## src/rtl/led_overlay_pkg.sv

```systemverilog
// Shared types and constants for the LED palette overlay scheduler.
// Holds the FSM state encoding, the 24-bit RGB record and the hold-counter width.
package led_overlay_pkg;

  typedef enum logic [1:0] {
    ST_IDLE    = 2'd0,
    ST_HOLD    = 2'd1,
    ST_RELEASE = 2'd2
  } t_overlay_state;

  typedef struct packed {
    logic [7:0] red;
    logic [7:0] green;
    logic [7:0] blue;
  } t_rgb24;

  localparam int c_tick_width = 8;

  // Index width for a population of n items, never narrower than one bit.
  function automatic int f_clog2_min1(input int n);
    return (n > 1) ? $clog2(n) : 1;
  endfunction

endpackage

```

## src/rtl/clock_enable_divider.sv

```systemverilog
// Free-running clock-enable generator: one-cycle o_ce pulse every
// parm_divisor cycles in which i_ce_mhz is high. Output is registered.
module clock_enable_divider #(
  parameter int parm_divisor = 2
) (
  input  logic i_clk,
  input  logic i_srst,
  input  logic i_ce_mhz,
  output logic o_ce
);

  localparam int c_cnt_width = (parm_divisor > 1) ? $clog2(parm_divisor) : 1;
  localparam logic [c_cnt_width-1:0] c_last = c_cnt_width'(parm_divisor - 1);

  logic [c_cnt_width-1:0] cnt_q;
  logic                   ce_q;

  // Count enabled cycles and emit a registered pulse on wrap.
  always_ff @(posedge i_clk) begin
    if (i_srst) begin
      cnt_q <= '0;
      ce_q  <= 1'b0;
    end else begin
      ce_q <= 1'b0;
      if (i_ce_mhz) begin
        if (cnt_q == c_last) begin
          cnt_q <= '0;
          ce_q  <= 1'b1;
        end else begin
          cnt_q <= cnt_q + c_cnt_width'(1);
        end
      end
    end
  end

  assign o_ce = ce_q;

endmodule

```

## src/rtl/led_overlay_arbiter.sv

```systemverilog
// Combinational winner select for the shared overlay slot.
// Build option: LED_OVERLAY_ROUND_ROBIN_EN selects round-robin search from a
// rotating pointer; otherwise fixed priority (lowest index wins) with no state.
module led_overlay_arbiter
  import led_overlay_pkg::*;
#(
  parameter int parm_requester_count = 2,
  parameter int c_win_width          = f_clog2_min1(parm_requester_count)
) (
  input  logic                            i_clk,
  input  logic                            i_srst,
  input  logic [parm_requester_count-1:0] i_req,
  input  logic                            i_advance,
  output logic [c_win_width-1:0]          o_winner,
  output logic                            o_valid
);

`ifdef LED_OVERLAY_ROUND_ROBIN_EN

  logic [c_win_width-1:0] ptr_q;
  int                     cand_s;

  // Search requesters starting at the pointer, wrapping around once.
  always_comb begin
    o_winner = '0;
    o_valid  = 1'b0;
    cand_s   = 0;
    for (int k = 0; k < parm_requester_count; k++) begin
      cand_s = (int'(ptr_q) + k) % parm_requester_count;
      if (!o_valid && i_req[cand_s]) begin
        o_winner = c_win_width'(cand_s);
        o_valid  = 1'b1;
      end else begin
        o_valid  = o_valid;
      end
    end
  end

  // Move the pointer past the winner each time a grant is taken.
  always_ff @(posedge i_clk) begin
    if (i_srst) begin
      ptr_q <= '0;
    end else if (i_advance && o_valid) begin
      if (int'(o_winner) == parm_requester_count - 1) begin
        ptr_q <= '0;
      end else begin
        ptr_q <= o_winner + c_win_width'(1);
      end
    end
  end

`else

  logic unused_s;
  assign unused_s = ^{i_clk, i_srst, i_advance};

  // Scan from the top down so the lowest asserted index is the last written.
  always_comb begin
    o_winner = '0;
    o_valid  = 1'b0;
    for (int i = parm_requester_count - 1; i >= 0; i--) begin
      if (i_req[i]) begin
        o_winner = c_win_width'(i);
        o_valid  = 1'b1;
      end else begin
        o_valid  = o_valid;
      end
    end
  end

`endif

endmodule

```

## src/rtl/led_palette_overlay_scheduler.sv

```systemverilog
// Palette pass-through with one shared, timed single-LED colour overlay slot.
// Build option: LED_OVERLAY_ROUND_ROBIN_EN (round-robin arbitration among
// requesters; default is fixed priority, lowest index wins).
module led_palette_overlay_scheduler
  import led_overlay_pkg::*;
#(
  parameter int parm_color_led_count  = 4,
  parameter int parm_requester_count  = 2,
  parameter int parm_FCLK             = 40_000_000,
  parameter int parm_ticks_per_second = 128,
  parameter int c_idx_width           = $clog2(parm_color_led_count)
) (
  input  logic                                         i_clk,
  input  logic                                         i_srst,
  input  logic [8*parm_color_led_count-1:0]            i_base_red_value,
  input  logic [8*parm_color_led_count-1:0]            i_base_green_value,
  input  logic [8*parm_color_led_count-1:0]            i_base_blue_value,
  input  logic [parm_requester_count-1:0]              i_req,
  input  logic [c_idx_width*parm_requester_count-1:0]  i_req_led_idx,
  input  logic [24*parm_requester_count-1:0]           i_req_rgb,
  input  logic [c_tick_width*parm_requester_count-1:0] i_req_ticks,
  output logic [parm_requester_count-1:0]              o_gnt,
  output logic [parm_requester_count-1:0]              o_done,
  output logic                                         o_busy,
  output logic [8*parm_color_led_count-1:0]            o_color_led_red_value,
  output logic [8*parm_color_led_count-1:0]            o_color_led_green_value,
  output logic [8*parm_color_led_count-1:0]            o_color_led_blue_value
);

  localparam int c_count     = parm_color_led_count;
  localparam int c_req       = parm_requester_count;
  localparam int c_win_width = f_clog2_min1(c_req);
  localparam int c_divisor   = parm_FCLK / parm_ticks_per_second;

  logic                    tick_s;
  logic [c_win_width-1:0]  winner_s;
  logic                    valid_s;

  logic [c_idx_width-1:0]  win_idx_s;
  t_rgb24                  win_rgb_s;
  logic [c_tick_width-1:0] win_ticks_s;
  logic [c_req-1:0]        win_onehot_s;
  logic [c_req-1:0]        owner_onehot_s;

  logic                    hold_next_s;
  logic [c_idx_width-1:0]  ovl_idx_next_s;
  t_rgb24                  ovl_rgb_next_s;

  t_overlay_state          state_q;
  logic [c_idx_width-1:0]  idx_q;
  t_rgb24                  rgb_q;
  logic [c_tick_width-1:0] cnt_q;
  logic [c_win_width-1:0]  owner_q;
  logic [c_req-1:0]        gnt_q;
  logic [c_req-1:0]        done_q;
  logic                    busy_q;

  logic [8*c_count-1:0]    red_d,   red_q;
  logic [8*c_count-1:0]    green_d, green_q;
  logic [8*c_count-1:0]    blue_d,  blue_q;

  clock_enable_divider #(
    .parm_divisor (c_divisor)
  ) u_tick (
    .i_clk    (i_clk),
    .i_srst   (i_srst),
    .i_ce_mhz (1'b1),
    .o_ce     (tick_s)
  );

  led_overlay_arbiter #(
    .parm_requester_count (c_req),
    .c_win_width          (c_win_width)
  ) u_arb (
    .i_clk     (i_clk),
    .i_srst    (i_srst),
    .i_req     (i_req),
    .i_advance (state_q == ST_IDLE),
    .o_winner  (winner_s),
    .o_valid   (valid_s)
  );

  // Pick out the winning requester's fields and build one-hot vectors.
  always_comb begin
    win_idx_s      = '0;
    win_rgb_s      = '0;
    win_ticks_s    = '0;
    win_onehot_s   = '0;
    owner_onehot_s = '0;
    for (int r = 0; r < c_req; r++) begin
      if (int'(winner_s) == r) begin
        win_idx_s       = i_req_led_idx[r*c_idx_width +: c_idx_width];
        win_rgb_s       = i_req_rgb[r*24 +: 24];
        win_ticks_s     = i_req_ticks[r*c_tick_width +: c_tick_width];
        win_onehot_s[r] = 1'b1;
      end else begin
        win_onehot_s[r] = 1'b0;
      end
      if (int'(owner_q) == r) begin
        owner_onehot_s[r] = 1'b1;
      end else begin
        owner_onehot_s[r] = 1'b0;
      end
    end
  end

  // Predict whether the slot is in HOLD next cycle so the registered palette
  // shows the overlay exactly while the FSM sits in ST_HOLD.
  always_comb begin
    hold_next_s    = 1'b0;
    ovl_idx_next_s = idx_q;
    ovl_rgb_next_s = rgb_q;
    case (state_q)
      ST_IDLE: begin
        hold_next_s    = valid_s;
        ovl_idx_next_s = win_idx_s;
        ovl_rgb_next_s = win_rgb_s;
      end
      ST_HOLD: begin
        hold_next_s = !(tick_s && (cnt_q <= c_tick_width'(1)));
      end
      default: begin
        hold_next_s = 1'b0;
      end
    endcase
  end

  // Baseline palette with the latched LED's bytes replaced during hold.
  // An out-of-range index matches no LED, so nothing is overridden.
  always_comb begin
    red_d   = i_base_red_value;
    green_d = i_base_green_value;
    blue_d  = i_base_blue_value;
    for (int n = 0; n < c_count; n++) begin
      if (hold_next_s && (int'(ovl_idx_next_s) == n)) begin
        red_d[8*n +: 8]   = ovl_rgb_next_s.red;
        green_d[8*n +: 8] = ovl_rgb_next_s.green;
        blue_d[8*n +: 8]  = ovl_rgb_next_s.blue;
      end else begin
        red_d[8*n +: 8]   = i_base_red_value[8*n +: 8];
      end
    end
  end

  // Register the palette outputs.
  always_ff @(posedge i_clk) begin
    if (i_srst) begin
      red_q   <= '0;
      green_q <= '0;
      blue_q  <= '0;
    end else begin
      red_q   <= red_d;
      green_q <= green_d;
      blue_q  <= blue_d;
    end
  end

  // Overlay slot FSM with registered grant, done and busy outputs.
  always_ff @(posedge i_clk) begin
    if (i_srst) begin
      state_q <= ST_IDLE;
      idx_q   <= '0;
      rgb_q   <= '0;
      cnt_q   <= '0;
      owner_q <= '0;
      gnt_q   <= '0;
      done_q  <= '0;
      busy_q  <= 1'b0;
    end else begin
      gnt_q  <= '0;
      done_q <= '0;
      case (state_q)
        ST_IDLE: begin
          busy_q <= 1'b0;
          if (valid_s) begin
            state_q <= ST_HOLD;
            idx_q   <= win_idx_s;
            rgb_q   <= win_rgb_s;
            cnt_q   <= win_ticks_s;
            owner_q <= winner_s;
            gnt_q   <= win_onehot_s;
            busy_q  <= 1'b1;
          end
        end
        ST_HOLD: begin
          busy_q <= 1'b1;
          if (tick_s) begin
            if (cnt_q <= c_tick_width'(1)) begin
              state_q <= ST_RELEASE;
              done_q  <= owner_onehot_s;
            end else begin
              cnt_q <= cnt_q - c_tick_width'(1);
            end
          end
        end
        ST_RELEASE: begin
          state_q <= ST_IDLE;
          busy_q  <= 1'b0;
        end
        default: begin
          state_q <= ST_IDLE;
          busy_q  <= 1'b0;
        end
      endcase
    end
  end

  assign o_gnt                   = gnt_q;
  assign o_done                  = done_q;
  assign o_busy                  = busy_q;
  assign o_color_led_red_value   = red_q;
  assign o_color_led_green_value = green_q;
  assign o_color_led_blue_value  = blue_q;

endmodule

```

## config.mk

```make
export PLATFORM = sky130hd
export DESIGN_NAME = led_palette_overlay_scheduler
export DESIGN_NICKNAME = d
export VERILOG_FILES = /design/src/rtl/led_overlay_pkg.sv /design/src/rtl/clock_enable_divider.sv /design/src/rtl/led_overlay_arbiter.sv /design/src/rtl/led_palette_overlay_scheduler.sv
export SDC_FILE = /design/constraint.sdc
export NUM_CORES = 1
export LEC_CHECK = 0
export CAP_MARGIN = 20
export CORE_MARGIN = 10
export CORE_UTILIZATION = 35
export CTS_CLUSTER_SIZE = 20
export DETAILED_ROUTE_END_ITERATION = 10
export HOLD_SLACK_MARGIN = 0.05
export PLACE_DENSITY = 0.66
export SLEW_MARGIN = 20
export SYNTH_ARGS = -nofsm -noshare
export SYNTH_HDL_FRONTEND = slang
export SYNTH_SLANG_ARGS = --single-unit
```

## constraint.sdc

```tcl
create_clock -name i_clk -period 2.95 [get_ports i_clk]
set_clock_uncertainty 0.1 [all_clocks]
set_input_delay 0.4425 -clock i_clk [delete_from_list [all_inputs] [get_ports i_clk]]
set_output_delay 0.4425 -clock i_clk [all_outputs]
set_load 0.05 [all_outputs]
```

==> flow_summary.yaml <==
outcome:
  status: "completed"
cts:
  numCtsBuffers: 17
  hold_buffers: 0
  clock_latency_ns: 0.41
  cts_tree: "done"
  clkSinkCount: 158
  post_cts_buffers: 0
  cts_resized: 0
  cts_max_level: 4
  cts_buffer_depth: 2
  clock-root-buffer: "clkbuf_16"
  path_clk_slew_ns: 0.06
detailed_routing:
  vias: 5693
  drtIter0Drc: 203
  drc: 0
  dr.pass1.iters: 5
  wirelength_um: 21300
  antenna_left: 0
  drt-vias-per-instance: 4.65
  wl_per_cell_um: 17.4
logic_synthesis:
  async_flop_share_pct: 0
  synth_top_family_by_area: "simple AND/OR/NAND/NOR gates"
  synth_edf_count: 0
  synth_cells: 685
  synth_mux_area_share_pct: 18.6
  synth.area.top_cells: "dfxtp_1, mux2i_1, nand2b_1"
  syn_nets: 856
  ys_seq_area_share_pct: 45.9
  synth_xor_area_share_pct: 2.16
  synth_cell_types: 44
  synth_area_leader_cell: "dfxtp_1"
  synth_top_area_share_pct: 45.9
  ys.warnings.count: 0
  syn_avg_cell_area_um2: 10.1
  netlist_area_um2: 6890
  yosys_register_bits: 158
  yosys.area_share.simple_pct: 19.0
  synth_fa_ha_area_share_pct: 0.545
  synth-compound-area-share_pct: 9.90
  synth_ff_type: "dfxtp_1"
timing:
  timing.slew.headroom_pct: 61.9
  tns_ns: 0
  rsz0062_at_grt: "no"
  period_minus_slack_ns: 2.37
  tightestPinTransition_ns: 0.569
  fin_hold_ws_ns: 0.318
  fmax_mhz: 422
  finalHoldViolCount: 0
  timing.final.crit_share_pct: 80.3
  setup_viol: 0
  final-max-slew-violation-count: 0
final_layout:
  drive_gt1_share_pct: 6.67
  multi_input_area_um2: 3470
  fill_cells: 1786
  final_nets: 1117
  final_common_cell: "clkdlybuf4s50_1"
  design_area_um2: 10500
  area_delta_synth_final_pct: 52.6
  diodes: 0
  seq_area_um2: 3160
  final_cell_mix: "clkdlybuf4s50_1, dfxtp_1, mux2i_1, nand2b_1, nor2_1"
global_route:
  first_global_vias: 5763
  met1_usage_pct: 19.2
  overflow: 0
  grt_max_degree: 91
  track_usage_pct: 16.1
  antenna_found_initial: 0
  grt_pass1_wl_um: 33100
  use_met3_pct: 5.78
  use_met2_pct: 27.5
  top_usage_layer: "met2"
die:
  die_y_um: 160
  core-area_um2: 19400
  initial_core_util_pct: 35.5
  ios: 269
  fp.dieW_um: 160
  die_area_um2: 25700
  rows: 51
pwr:
  switching_share_pct: 30.1
  p_clk_share_pct: 36.8
  p_comb_share_pct: 26.7
  leakage_uw: 0.00401
  power_switching_uw: 1980
  vdd_drop_max_mv: 0.368
  p_per_area_nw_per_um2: 626
  p_int_uw: 4600
  seqPwrFrac_pct: 36.5
worst_setup_path:
  path_max_fanout: 16
  critPathLaunchType: "flip-flop"
  end_kind: "flip-flop"
  critPathArrivalTime_ns: 2.61
  worstSetupPathType: "flip-flop to flip-flop"
  crit_required_ns: 3.19
place:
  gp_congestion: 0.785
  port_buffers: 268
  placedInstanceArea_um2: 9860
  dp_hpwl_um: 16000
hold_path:
  hold_class: "input port to flip-flop"
job:
  drv_cap: 0
[kinds of logic after synthesis]
logic type,Yosys count
flops,158
xor+xnor,17
compound gates,92
fa+ha+maj,3
simple gates,236
mux,128
buf+inv,51
[metal layers]
metal	up-vias	share of wire [%]
met1	2644	44
met2	139	50
met3	8	6.1
met4	0	0.57
li1	2902	-
met5	-	0
[per-stage QoR]
stage	util [%]	setup slack [ns]	instances	total power [uW]
2_1_floorplan	-	0.821	685	3530
3_3_place_gp	50.8	0.372	1192	4210
3_5_place_dp	50.8	0.290	1192	4220
4_1_cts	54.2	0.580	1224	6670
5_1_grt	54.2	0.441	1224	6860
6_report	54.2	0.580	1224	6580
[final cells by class]
class | count | share of cell area [%]
multi-input combinational | 476 | 33.0
sequential | 158 | 30.1
timing repair buffer | 288 | 27.4
clock buffer | 19 | 4.21
tap | 265 | 3.15
clock inverter | 13 | 2.01
inverter | 5 | 0.178
[synth_stat cells (all sizes together) (2+ instances only)]
library cell  instances
a211o                30
a211oi               28
a21boi                2
a21o                  2
a21oi                14
a31oi                 2
and3                  2
and4                  4
buf                  16
clkbuf               30
dfxtp               158
ha                    3
inv                   5
mux2i               127
nand2                11
nand2b               98
nand3                 6
nand4                 5
nor2                 83
nor2b                 6
nor3                 11
nor4                  3
nor4b                 2
o21ai                 9
o21bai                2
or2                   2
xnor2                 7
xor2                 10
[state kept, by name (all words and copies together), names as in the netlist]
signal / flops
rgb_q: 24
o_color_led_blue_value: 32
idx_q: 2
u_tick.cnt_q: 19
cnt_q: 8
o_gnt: 2
o_color_led_red_value: 32
o_done: 2
u_tick.o_ce: 1
owner_q: 1
o_color_led_green_value: 32
state_q: 2
o_busy: 1
[worst max-delay path, stage by stage (launching register included)]
cell	delay (ns)
dfxtp_1	0.41
inv_1	0.06
ha_1	0.26
or2_2	0.31
nand4_1	0.21
a21oi_4	0.15
nor3_4	0.21
buf_4	0.35
mux2i_1	0.23
[path summary, 6_finish.rpt]
path / startpoint / end / slack (ns) / depth (start not counted)
setup / recovery: cnt_q[0] / o_color_led_green_value[14] / 0.58 / 8
hold / removal: i_srst / state_q[0] / 0.32 / 2
setup reg to reg: cnt_q[0] / o_color_led_green_value[14] / 0.58 / 8
hold reg to reg: owner_q / o_done[0] / 0.36 / 1
[power groups by stage]
stage	sequential (uW)	clock, uW	combinational (uW)
5_1_grt	2420	2570	1870
3_5_place_dp	2450	0	1770
4_1_cts	2400	2490	1780
6_report	2400	2420	1760
2_1_floorplan	2950	0	583
3_3_place_gp	2440	0	1770
Power figures use the tool's default switching activity.
